[src/rtl/logic_gate_pkg.sv]
// Shared gate opcodes and the bitwise gate function used by the logic_gate_pipe datapath.
// gate_fn works on a fixed maximum width; callers zero-extend and truncate to their own WIDTH (WIDTH <= GATE_MAX_W).
package logic_gate_pkg;

    localparam int OP_W       = 3;
    localparam int GATE_MAX_W = 64;

    localparam logic [OP_W-1:0] OP_AND  = 3'd0;
    localparam logic [OP_W-1:0] OP_NAND = 3'd1;
    localparam logic [OP_W-1:0] OP_OR   = 3'd2;
    localparam logic [OP_W-1:0] OP_NOR  = 3'd3;
    localparam logic [OP_W-1:0] OP_NOT  = 3'd4;
    localparam logic [OP_W-1:0] OP_XOR  = 3'd5;
    localparam logic [OP_W-1:0] OP_XNOR = 3'd6;
    localparam logic [OP_W-1:0] OP_BUF  = 3'd7;

    function automatic logic [GATE_MAX_W-1:0] gate_fn(
        input logic [OP_W-1:0]       op,
        input logic [GATE_MAX_W-1:0] a,
        input logic [GATE_MAX_W-1:0] b
    );
        logic [GATE_MAX_W-1:0] y;
        case (op)
            OP_AND:  y = a & b;
            OP_NAND: y = ~(a & b);
            OP_OR:   y = a | b;
            OP_NOR:  y = ~(a | b);
            OP_NOT:  y = ~a;
            OP_XOR:  y = a ^ b;
            OP_XNOR: y = ~(a ^ b);
            default: y = a;
        endcase
        return y;
    endfunction

endpackage

[src/rtl/logic_gate_core.sv]
// Combinational gate evaluation between the two pipeline stages: result plus zero/all-ones/parity flags.
module logic_gate_core
    import logic_gate_pkg::*;
#(
    parameter int WIDTH = 8
) (
    input  logic [OP_W-1:0]  i_op,
    input  logic [WIDTH-1:0] i_a,
    input  logic [WIDTH-1:0] i_b,
    output logic [WIDTH-1:0] o_y,
    output logic             o_zero,
    output logic             o_ones,
    output logic             o_par
);

    logic [GATE_MAX_W-1:0] w_a_ext;
    logic [GATE_MAX_W-1:0] w_b_ext;
    logic [GATE_MAX_W-1:0] w_y_full;
    logic                  w_unused_hi;

    always_comb begin
        w_a_ext = '0;
        w_b_ext = '0;
        w_a_ext[WIDTH-1:0] = i_a;
        w_b_ext[WIDTH-1:0] = i_b;
    end

    assign w_y_full    = gate_fn(i_op, w_a_ext, w_b_ext);
    // Bits above WIDTH (e.g. inverted zero-extension for NOT) are discarded.
    assign w_unused_hi = ^w_y_full;

    assign o_y    = w_y_full[WIDTH-1:0];
    assign o_zero = ~|o_y;
    assign o_ones = &o_y;
    assign o_par  = ^o_y;

endmodule

[src/rtl/logic_gate_pipe.sv]
// Two-stage valid/ready pipeline applying a selectable bitwise gate to WIDTH-bit operands,
// with result flags and a modulo-2^CNT_W count of completed output handshakes.
module logic_gate_pipe
    import logic_gate_pkg::*;
#(
    parameter int WIDTH = 8,
    parameter int CNT_W = 16
) (
    input  logic             clk,
    input  logic             rst,
    input  logic             in_valid,
    output logic             in_ready,
    input  logic [WIDTH-1:0] in_a,
    input  logic [WIDTH-1:0] in_b,
    input  logic [OP_W-1:0]  in_op,
    output logic             out_valid,
    input  logic             out_ready,
    output logic [WIDTH-1:0] out_y,
    output logic             out_zero,
    output logic             out_ones,
    output logic             out_par,
    output logic [CNT_W-1:0] txn_count
);

    logic             r_vld_p1;
    logic [WIDTH-1:0] r_a_p1;
    logic [WIDTH-1:0] r_b_p1;
    logic [OP_W-1:0]  r_op_p1;

    logic             r_vld_p2;
    logic [WIDTH-1:0] r_y_p2;
    logic             r_zero_p2;
    logic             r_ones_p2;
    logic             r_par_p2;
    logic [CNT_W-1:0] r_cnt;

    logic             w_in_fire;
    logic             w_out_fire;
    logic             w_s2_load;
    logic [WIDTH-1:0] w_y;
    logic             w_zero;
    logic             w_ones;
    logic             w_par;

    assign w_s2_load  = r_vld_p1 && (!r_vld_p2 || out_ready);
    assign in_ready   = !r_vld_p1 || w_s2_load;
    assign w_in_fire  = in_valid && in_ready;
    assign w_out_fire = r_vld_p2 && out_ready;

    // Stage 1: operand capture
    always_ff @(posedge clk or posedge rst) begin
        if (rst) begin
            r_vld_p1 <= 1'b0;
            r_a_p1   <= '0;
            r_b_p1   <= '0;
            r_op_p1  <= '0;
        end else if (w_in_fire) begin
            r_vld_p1 <= 1'b1;
            r_a_p1   <= in_a;
            r_b_p1   <= in_b;
            r_op_p1  <= in_op;
        end else if (w_s2_load) begin
            r_vld_p1 <= 1'b0;
        end
    end

    logic_gate_core #(.WIDTH(WIDTH)) u_core (
        .i_op   (r_op_p1),
        .i_a    (r_a_p1),
        .i_b    (r_b_p1),
        .o_y    (w_y),
        .o_zero (w_zero),
        .o_ones (w_ones),
        .o_par  (w_par)
    );

    // Stage 2: registered result and flags; holds while the consumer stalls
    always_ff @(posedge clk or posedge rst) begin
        if (rst) begin
            r_vld_p2  <= 1'b0;
            r_y_p2    <= '0;
            r_zero_p2 <= 1'b1;
            r_ones_p2 <= 1'b0;
            r_par_p2  <= 1'b0;
        end else if (w_s2_load) begin
            r_vld_p2  <= 1'b1;
            r_y_p2    <= w_y;
            r_zero_p2 <= w_zero;
            r_ones_p2 <= w_ones;
            r_par_p2  <= w_par;
        end else if (w_out_fire) begin
            r_vld_p2  <= 1'b0;
        end
    end

    always_ff @(posedge clk or posedge rst) begin
        if (rst) begin
            r_cnt <= '0;
        end else if (w_out_fire) begin
            r_cnt <= r_cnt + CNT_W'(1);
        end
    end

    assign out_valid = r_vld_p2;
    assign out_y     = r_y_p2;
    assign out_zero  = r_zero_p2;
    assign out_ones  = r_ones_p2;
    assign out_par   = r_par_p2;
    assign txn_count = r_cnt;

endmodule

[config.mk]
export PLATFORM = sky130hd
export DESIGN_NAME = logic_gate_pipe
export DESIGN_NICKNAME = d
export VERILOG_FILES = /design/src/rtl/logic_gate_pkg.sv /design/src/rtl/logic_gate_core.sv /design/src/rtl/logic_gate_pipe.sv
export SDC_FILE = /design/constraint.sdc
export NUM_CORES = 1
export LEC_CHECK = 0
export CAP_MARGIN = 0
export CORE_AREA = 8 8 108 110
export CTS_BUF_LIST = sky130_fd_sc_hd__clkbuf_4
export CTS_CLUSTER_DIAMETER = 80
export DETAILED_ROUTE_END_ITERATION = 7
export DIE_AREA = 0 0 116 118
export GPL_ROUTABILITY_DRIVEN = 0
export PLACE_DENSITY = 0.53
export SLEW_MARGIN = 20
export SYNTH_ARGS = -nofsm -noshare
export SYNTH_HDL_FRONTEND = slang
export SYNTH_SLANG_ARGS = --single-unit
[constraint.sdc]
create_clock -name clk -period 3.5 [get_ports clk]
set_clock_uncertainty 0.15 [all_clocks]
set_input_delay 0.7 -clock clk [delete_from_list [all_inputs] [get_ports clk]]
set_output_delay 0.7 -clock clk [all_outputs]
set_load 0.01 [all_outputs]
* Yosys cells after proc, flatten, opt, wreduce, memory -nomap -nowiden
Cells that the tools add are included.
** Operators by class
- Add/subtract/negate cells :: 1
- Eq/ne operators :: 6
- Muxes and demuxes :: 5
- Bitwise operators :: 7
- Reduce and logical (&&, ||, !) cells :: 14
** Operators with widths (number)
- one-hot mux 8 bit (7 select lines) :: 1
- inverter 8 bit :: 4
- adder 16 x 1 -> 16 bit (second input constant) :: 1
- equality test 3 bit (second input constant) :: 3
- bitwise AND 8 bit :: 1
- bitwise OR 8 bit :: 1
- AND reduction 8 bit :: 1
- OR reduction 8 bit :: 1
- parity 8 bit :: 1
- bitwise XOR 8 bit :: 1
- equality test 3 x 2 -> 1 bit (second input constant) :: 2
- two-way mux 1 bit :: 4
- nonzero test 2 bit :: 2
- equality test 3 x 1 -> 1 bit (second input constant) :: 1
- logical AND 1 bit :: 3
- zero test 1 bit :: 3
- zero test 3 bit :: 1
- logical OR 1 bit :: 2
** Storage, ports and cells
- Register bits :: 48
- Bits of input ports :: 23
- Output and inout bits :: 29
- Word-level logic and storage cells :: 43

* Depth between registers and ports, before layout
Gate-level depths: netlist of run 1.
- Word-level depth :: 6
- Mapped depth :: 12
- Depth with buffers taken out :: 12

* Hierarchy
Synthesis of run 1 repeated with hierarchy kept, for this count alone.
** Second synthesis, totals
- Cell total of the unflattened synthesis :: 284
- Area, all modules :: 2916.5 µm²
** By module, submodules not included
- logic_gate_pipe :: times used 1, cells each 135, area each 1898.1 µm², seq. area each 1202.4 µm²
- logic_gate_core :: times used 1, cells each 149, area each 1018.5 µm², seq. area each 0.0 µm²

* Worst setup path before layout of run 1
OpenSTA, ideal clock, no wires.
- Path kind :: reg2reg
- Start point :: reg r_a_p1[6]
- End point :: reg r_par_p2, in the netlist out_par
- Library setup time :: 0.077 ns
- Data arrival time :: 2.389 ns
- Data required time :: 3.273 ns
- Path slack :: 0.884 ns
- Stages on the path, launching flop included :: 12
- Buffers on the path :: 0
- Clock period less this slack :: 2.616 ns
- Cells stage by stage :: dfrtp_1 > inv_1 > ha_1 > nand2_1 > o21ai_0 > mux4_2 > inv_2 > ha_1 > xnor2_1 > xnor2_1 > xnor3_1 > o21ai_1
** On the way
- Word-level cells in the longest chain between the ends :: 4
- Elaborated cells on any way between the ends :: 9
- Classes of those cells :: 1 x mux; 7 x bitwise; 1 x reduce/logical
** RTL lines
- start, declared :: line logic_gate_pipe.sv:26 : logic [WIDTH-1:0] r_a_p1;
- start signal, assigned :: line logic_gate_pipe.sv:59 : r_a_p1 <= in_a;
- bitwise XOR 8 bit, or another cell as far along :: line logic_gate_pkg.sv:29, logic_gate_pkg.sv:30
- inverter 8 bit (on tied branches) :: line logic_gate_pkg.sv:30, logic_gate_pkg.sv:25, logic_gate_pkg.sv:27
- one-hot mux 8 bit (7 select lines) (*) :: line logic_gate_pkg.sv:23 : case (op)
- via u_core.o_y[6] :: line logic_gate_core.sv:10 : output logic [WIDTH-1:0] o_y,
- parity 8 bit (*) :: line logic_gate_core.sv:35 : assign o_par = ^o_y;
- end signal, assigned :: line logic_gate_pipe.sv:90 : r_par_p2 <= w_par;
- end, declared :: line logic_gate_pipe.sv:34 : logic r_par_p2;
Mark *: on every way through the listed nets, which the timed path passes. The rest lies on a longest branch.
A chain may end at the register's enable or synchronous reset.

* Final worst setup path of run 1
- Start point :: reg r_op_p1[0]
- End point :: reg r_par_p2, in the netlist out_par
** On the way
- Word-level cells in the longest chain between the ends :: 3
- Elaborated cells on any way between the ends :: 9
- Classes of those cells :: 6 x eq/ne; 1 x mux; 2 x reduce/logical
** RTL lines
- start, declared :: line logic_gate_pipe.sv:28 : logic [OP_W-1:0] r_op_p1;
- start signal, assigned :: line logic_gate_pipe.sv:61 : r_op_p1 <= in_op;
- equality test 3 bit, or another cell as far along :: line logic_gate_pkg.sv:23
- one-hot mux 8 bit (7 select lines) (*) :: line logic_gate_pkg.sv:23
- parity 8 bit (*) :: line logic_gate_core.sv:35
Mark *: on every way between the ends. The rest lies on a longest branch, timed or not.

==> results of run 1 <==
## path summary, 6_finish.rpt
check	cells after the start	start	end
max reg2reg	10	r_op_p1[0]$_DFFE_PP0P_	out_par$_DFFE_PP0P_
max in group asynchronous	3	rst	r_op_p1[2]$_DFFE_PP0P_
min reg2reg	1	txn_count[15]$_DFFE_PP0P_	txn_count[15]$_DFFE_PP0P_
min	1	txn_count[15]$_DFFE_PP0P_	txn_count[15]$_DFFE_PP0P_
max	10	r_op_p1[0]$_DFFE_PP0P_	out_par$_DFFE_PP0P_
min in group asynchronous	3	rst	txn_count[3]$_DFFE_PP0P_
## worst register-to-register path: stages (launching register included)
cell	delay, ns
dfrtp_1	0.85
nor4b_1	0.12
a31oi_1	0.21
a32oi_1	0.08
o21ai_1	0.25
inv_1	0.08
ha_1	0.30
xnor2_1	0.18
xnor2_1	0.14
xnor3_1	0.40
o21ai_1	0.13
## cells in the final DEF (no fill, tap or decap), types with 5 or more instances in the layout
cell type | Yosys | layout
and3_1 | 7 | 7
buf_4 | 3 | 5
clkbuf_4 | 0 | 5
clkdlybuf4s50_1 | 0 | 51
dfrtp_1 | 47 | 47
ha_1 | 22 | 22
inv_1 | 23 | 22
mux2_2 | 26 | 26
mux2i_1 | 11 | 11
nand2_1 | 22 | 22
nor2_1 | 12 | 12
nor2b_1 | 6 | 6
o21ai_0 | 9 | 9
o21ai_1 | 5 | 5
xnor2_1 | 17 | 17
xor2_1 | 6 | 6
## metrics by stage
| stage | instance area [µm²] | setup slack [ns] | hold slack (ns) | std cells | total power [W] |
|---|---|---|---|---|---|
| after floorplan | 2900 | 0.884 | 0.329 | 268 | 0.00140 |
| after global placement | 3540 | 0.586 | 0.308 | 450 | 0.00171 |
| after detailed placement | 3540 | 0.520 | 0.314 | 450 | 0.00173 |
| after CTS | 3620 | 0.504 | 0.337 | 458 | 0.00208 |
| after global routing | 3630 | 0.196 | 0.363 | 459 | 0.00220 |
| final | 3630 | 0.539 | 0.335 | 459 | 0.00204 |
## cell type report
cell class,instances,area (µm²),share of cell area
Inverter,24,90.1,0.0248
Clock inverter,3,46.3,0.0128
Antenna cell,1,2.50,0.000690
Timing Repair Buffer,56,548,0.151
Clock buffer,5,37.5,0.0103
Multi-Input combinational cell,186,1530,0.422
Sequential cell,48,1200,0.331
Tap cell,136,170,0.0469
## Yosys cell counts (5+ instances only)
| cell type | number | share of area |
|---|---|---|
| dfrtp_1 | 47 | 0.41 |
| mux2_2 | 26 | 0.10 |
| inv_1 | 23 | 0.030 |
| ha_1 | 22 | 0.095 |
| nand2_1 | 22 | 0.028 |
| xnor2_1 | 17 | 0.051 |
| nor2_1 | 12 | 0.016 |
| mux2i_1 | 11 | 0.038 |
| o21ai_0 | 9 | 0.016 |
| and3_1 | 7 | 0.015 |
| nor2b_1 | 6 | 0.013 |
| xor2_1 | 6 | 0.018 |
| o21ai_1 | 5 | 0.0086 |
## cell families after synthesis
family          after synthesis  synth area share
buf+inv                      34            0.0570
fa+ha+maj                    22            0.0950
xor+xnor                     24            0.0773
flops                        48             0.415
compound gates               30            0.0747
simple gates                 70             0.125
mux                          40             0.156
## registers in the layout, indices dropped and copies added (netlist names)
| name | flops |
|---|---|
| txn_count | 16 |
| out_y | 8 |
| r_a_p1 | 8 |
| r_b_p1 | 8 |
| r_op_p1 | 3 |
| out_ones | 1 |
| out_par | 1 |
| out_valid | 1 |
| out_zero | 1 |
| r_vld_p1 | 1 |
## per-layer routing
metal	up-vias	part of all wire	track usage
met5	-	0	0
met4	0	0.0089	0.0316
li1	1025	-	-
met3	2	0.030	0.0205
met2	19	0.48	0.150
met1	957	0.48	0.125
## power groups by stage
stage | sequential, W | clock, W | combinational, W
finish | 0.000795 | 0.000347 | 0.000896
CTS | 0.000800 | 0.000365 | 0.000917
floorplan | 0.000808 | 0 | 0.000591
detailed placement | 0.000812 | 0 | 0.000915
global route | 0.000821 | 0.000387 | 0.000996
global placement | 0.000807 | 0 | 0.000904
==> qor.csv, run 1 <==
metric,value,unit
grt_util_all_layers,0.0952,
die_y,118,µm
fp.coreArea,0.0100,mm²
seqPwrFrac,0.390,
cp-end-kind,register,
yosysWarnings,0,
cts_buffers,5,
wl_per_cell,13.2,µm
via_per_inst,4.36,
antenna_left,0,
die_w,116,µm
htreeDepth,2,
maxCapViolations,0,
synth_enable_flop_cells,0,
crit_path_max_fanout,25,
firstDrtPassIters,4,
path_class,register to register,
power_switching_share,0.336,
clockBufferDepth,2,
hold_buffers,0,
period_needed,2.96,ns
min_period_over_period,0.846,
syn_to_final_growth,25.2,%
p_switching,0.000684,W
hold_path.class,register to register,
cp_cell_sequence,"nor4b_1, a31oi_1, a32oi_1, o21ai_1, inv_1, ha_1, xnor2_1, xnor2_1, xnor3_1, o21ai_1",
drc,0,
intPower,0.00135,W
gr-total-overflow,0,
hold_viol,0,
ios,52,
synth_nets,313,
worst_pin_slew,0.739,ns
post-cts-setup-buffers,0,
root_buffer,clkbuf_4,
cts_tree,yes,
crit_required,3.65,ns
num_rows,37,
finalWirelength,6060,µm
syn_inst,268,
synth_ff_type,dfrtp_1,
start_kind,register,
clkTransAtPathRegs,0.16,ns
cts_resized,0,
initial_core_util,0.290,
insertion_delay,0.37,ns
fillers,1056,
synth_cell_types,48,
cp_slowest_cell,dfrtp_1,
setup_viol,0,
synthArstFlopShare,1.00,
grt_pass1_wl,10500,µm
antenna_found_initial,1,
yosysSeqAreaShare,0.415,
cp.arrival,3.11,ns
numPortBuffers,51,
grt_max_degree,49,
max_stage_delay,0.85,ns
crit_buf_inv,1,
cts_sinks,48,
drtIter0Drc,40,
utilization,0.363,
power_density,562,mW/mm²
synth.avg_cell_area,10.8,µm²
finalMaxSlewViolations,0,
grt_pass1_vias,2032,
path_delay_family,flip-flops,
grt_setup_unrepaired,false,
dp_hpwl,4680,µm
leakagePower,1.63,nW
status,"finished, final reports clean",
setup-tns-final,0,ns
vias,2003,
synth_area,0.00290,mm²
reg2reg_setup_slack,0.54,ns
ir_worst_vdd,0.188,mV
dieArea,0.0137,mm²
fin_nets,366,
max_slew_margin,0.507,
pwr-share-comb,0.439,
power.share.clock,0.170,
yosys_register_bits,48,
max_freq,338,MHz
drive_above_1_share,0.158,
Power figures use the tool's default switching activity.
==> inputs of run 2 (changes only) <==
Settings changed: PLACE_DENSITY 0.53 to 0.54.
Clock period 3.5 ns to 2.7 ns, I/O delays scaled along.
==> run 2 against run 1 <==
  * Sequential share of layout area down 1.6 points
  * Register-to-register slack worse by 0.45 ns
  * Clock power up 30%
  * Worst hold slack worse by 0.0034 ns
  * Non-clock buffer count up 15
  * Final cell count up 3.3%
  * Sequential power up 27%
  * Cell area up 5.3%
==> qor.csv, run 2 (same netlist as run 1, synthesis figures left out) <==
metric,value,unit
status,"finished, final reports clean",
drtIter0Drc,66,
gr-total-overflow,0,
cts_buffers,5,
hold_start,txn_count[15]$_DFFE_PP0P_,
initial_core_util,0.290,
wl_per_cell,12.9,µm
vias,2058,
r2r_cells,10,
cp-end-kind,register,
grt_pass1_wl,10300,µm
via_per_inst,4.34,
regArea,0.00120,mm²
fin_nets,381,
die_w,116,µm
grtUsageMet3,0.0164,
min_period_over_period,0.967,
final_cells,474,
numPortBuffers,51,
path_class,register to register,
p_switching,0.000931,W
drive_above_1_share,0.223,
holdPathEnd,txn_count[15]$_DFFE_PP0P_,
grt_util_all_layers,0.0924,
worstReg2RegStart,r_b_p1[5]$_DFFE_PP0P_,
die_y,118,µm
clockBufferDepth,2,
hold_buffers,0,
setup_ws,0.0897,ns
ios,52,
dieArea,0.0137,mm²
hold_path.class,register to register,
intPower,0.00182,W
firstDrtPassIters,4,
root_buffer,clkbuf_4,
finalMaxSlewViolations,0,
fillers,1023,
pwr-share-comb,0.469,
grt.met1_usage,0.121,
start_kind,register,
setup_viol,0,
grt_pass1_vias,2068,
use_met2,0.148,
power_density,720,mW/mm²
cp.arrival,2.76,ns
drc,0,
r2r-end,out_par$_DFFE_PP0P_,
cts_sinks,48,
final_cell_mix,"clkdlybuf4s50_1 (51), dfrtp_1 (46), mux2_2 (26)",
max_freq,383,MHz
hold_depth,1,
max_slew_margin,0.657,
power_switching_share,0.338,
htreeDepth,2,
largest_reg_flops,16,
worst_pin_slew,0.514,ns
antenna_left,0,
ir_worst_vdd,0.226,mV
antenna_found_initial,1,
top_usage_layer,met2,
grt_max_degree,34,
dp_hpwl,4680,µm
multi_input_area,0.00159,mm²
final_common_cell,clkdlybuf4s50_1,
leakagePower,1.71,nW
period_needed,2.61,ns
reg2reg_setup_slack,0.09,ns
dp_slack,-0.0719,ns
maxCapViolations,0,
clkTransAtPathRegs,0.16,ns
finalWirelength,6120,µm
crit_path_max_fanout,3,
seqPwrFrac,0.367,
num_rows,37,
insertion_delay,0.37,ns
syn_to_final_growth,31.9,%
hold_viol,0,
fp.coreArea,0.0100,mm²
dp_cells,463,
crit_required,2.85,ns
power.share.clock,0.164,
cts_tree,yes,
run 2: cell types whose count changed in the layout (fill, tap and decap cells not counted), moves of 2 or more:
cell and change:
buf_4 +13, nor4b_2 +2, buf_12 +2, ha_4 +2, nor4b_1 -2, ha_1 -2
run 2: worst max path at each step:
stage	startpoint	to	slack, ns	cells past startpoint
final	r_b_p1[5]$_DFFE_PP0P_	out_par$_DFFE_PP0P_	0.09	10
after global routing	r_b_p1[5]$_DFFE_PP0P_	out_par$_DFFE_PP0P_	-0.03	10
after CTS	r_a_p1[6]$_DFFE_PP0P_	out_par$_DFFE_PP0P_	0.08	11
after detailed placement	r_a_p1[6]$_DFFE_PP0P_	out_par$_DFFE_PP0P_	-0.07	11
after global placement	r_a_p1[6]$_DFFE_PP0P_	out_par$_DFFE_PP0P_	-0.01	11
after floorplan	r_a_p1[6]$_DFFE_PP0P_	out_par$_DFFE_PP0P_	0.08	11
run 2: area by class of cell:
| cell class | count | share of cell area |
|---|---|---|
| tap | 136 | 0.0445 |
| clock inverter | 3 | 0.0121 |
| inverter | 24 | 0.0236 |
| timing repair buffer | 71 | 0.179 |
| sequential | 48 | 0.315 |
| antenna | 1 | 0.000655 |
| multi-input combinational | 186 | 0.415 |
| clock buffer | 5 | 0.00982 |
run 2: metal layers:
layer / share of wire / vias up
li1: - / 1054
met1: 0.47 / 971
met2: 0.48 / 27
met3: 0.032 / 6
met4: 0.015 / 0
met5: 0 / -
run 2: power by group through the flow:
stage	combinational (W)	sequential (W)	clock [W]
after global routing	0.00142	0.00104	0.000495
after global placement	0.00125	0.00103	0
after detailed placement	0.00128	0.00103	0
after CTS	0.00124	0.00101	0.000470
after floorplan	0.000766	0.00105	0
final	0.00129	0.00101	0.000452
run 2: critical path: stages (launching register included):
cell and delay, ns:
dfrtp_1 0.41, inv_2 0.06, ha_4 0.26, mux2_4 0.29, a32oi_2 0.20, a31oi_2 0.15
ha_1 0.35, xnor2_2 0.14, xnor2_1 0.19, xnor3_1 0.23, o21ai_1 0.11
run 2: metrics by stage:
stage	hold WS (ns)	total power (W)	util	area [µm²]	TNS, ns
3_3_place_gp	0.308	0.00228	0.366	3660	-0.0101
2_1_floorplan	0.329	0.00181	-	2900	0
4_1_cts	0.336	0.00272	0.375	3750	0
5_1_grt	0.354	0.00296	0.382	3820	-0.0322
3_5_place_dp	0.315	0.00231	0.366	3660	-0.0719
6_report	0.332	0.00275	0.382	3820	0
run 2: timing repair:
item,in CTS,in global routing
gates resized for setup,1,9
pin swaps,2,6
setup buffers,0,2
setup endpoints to repair,1,1
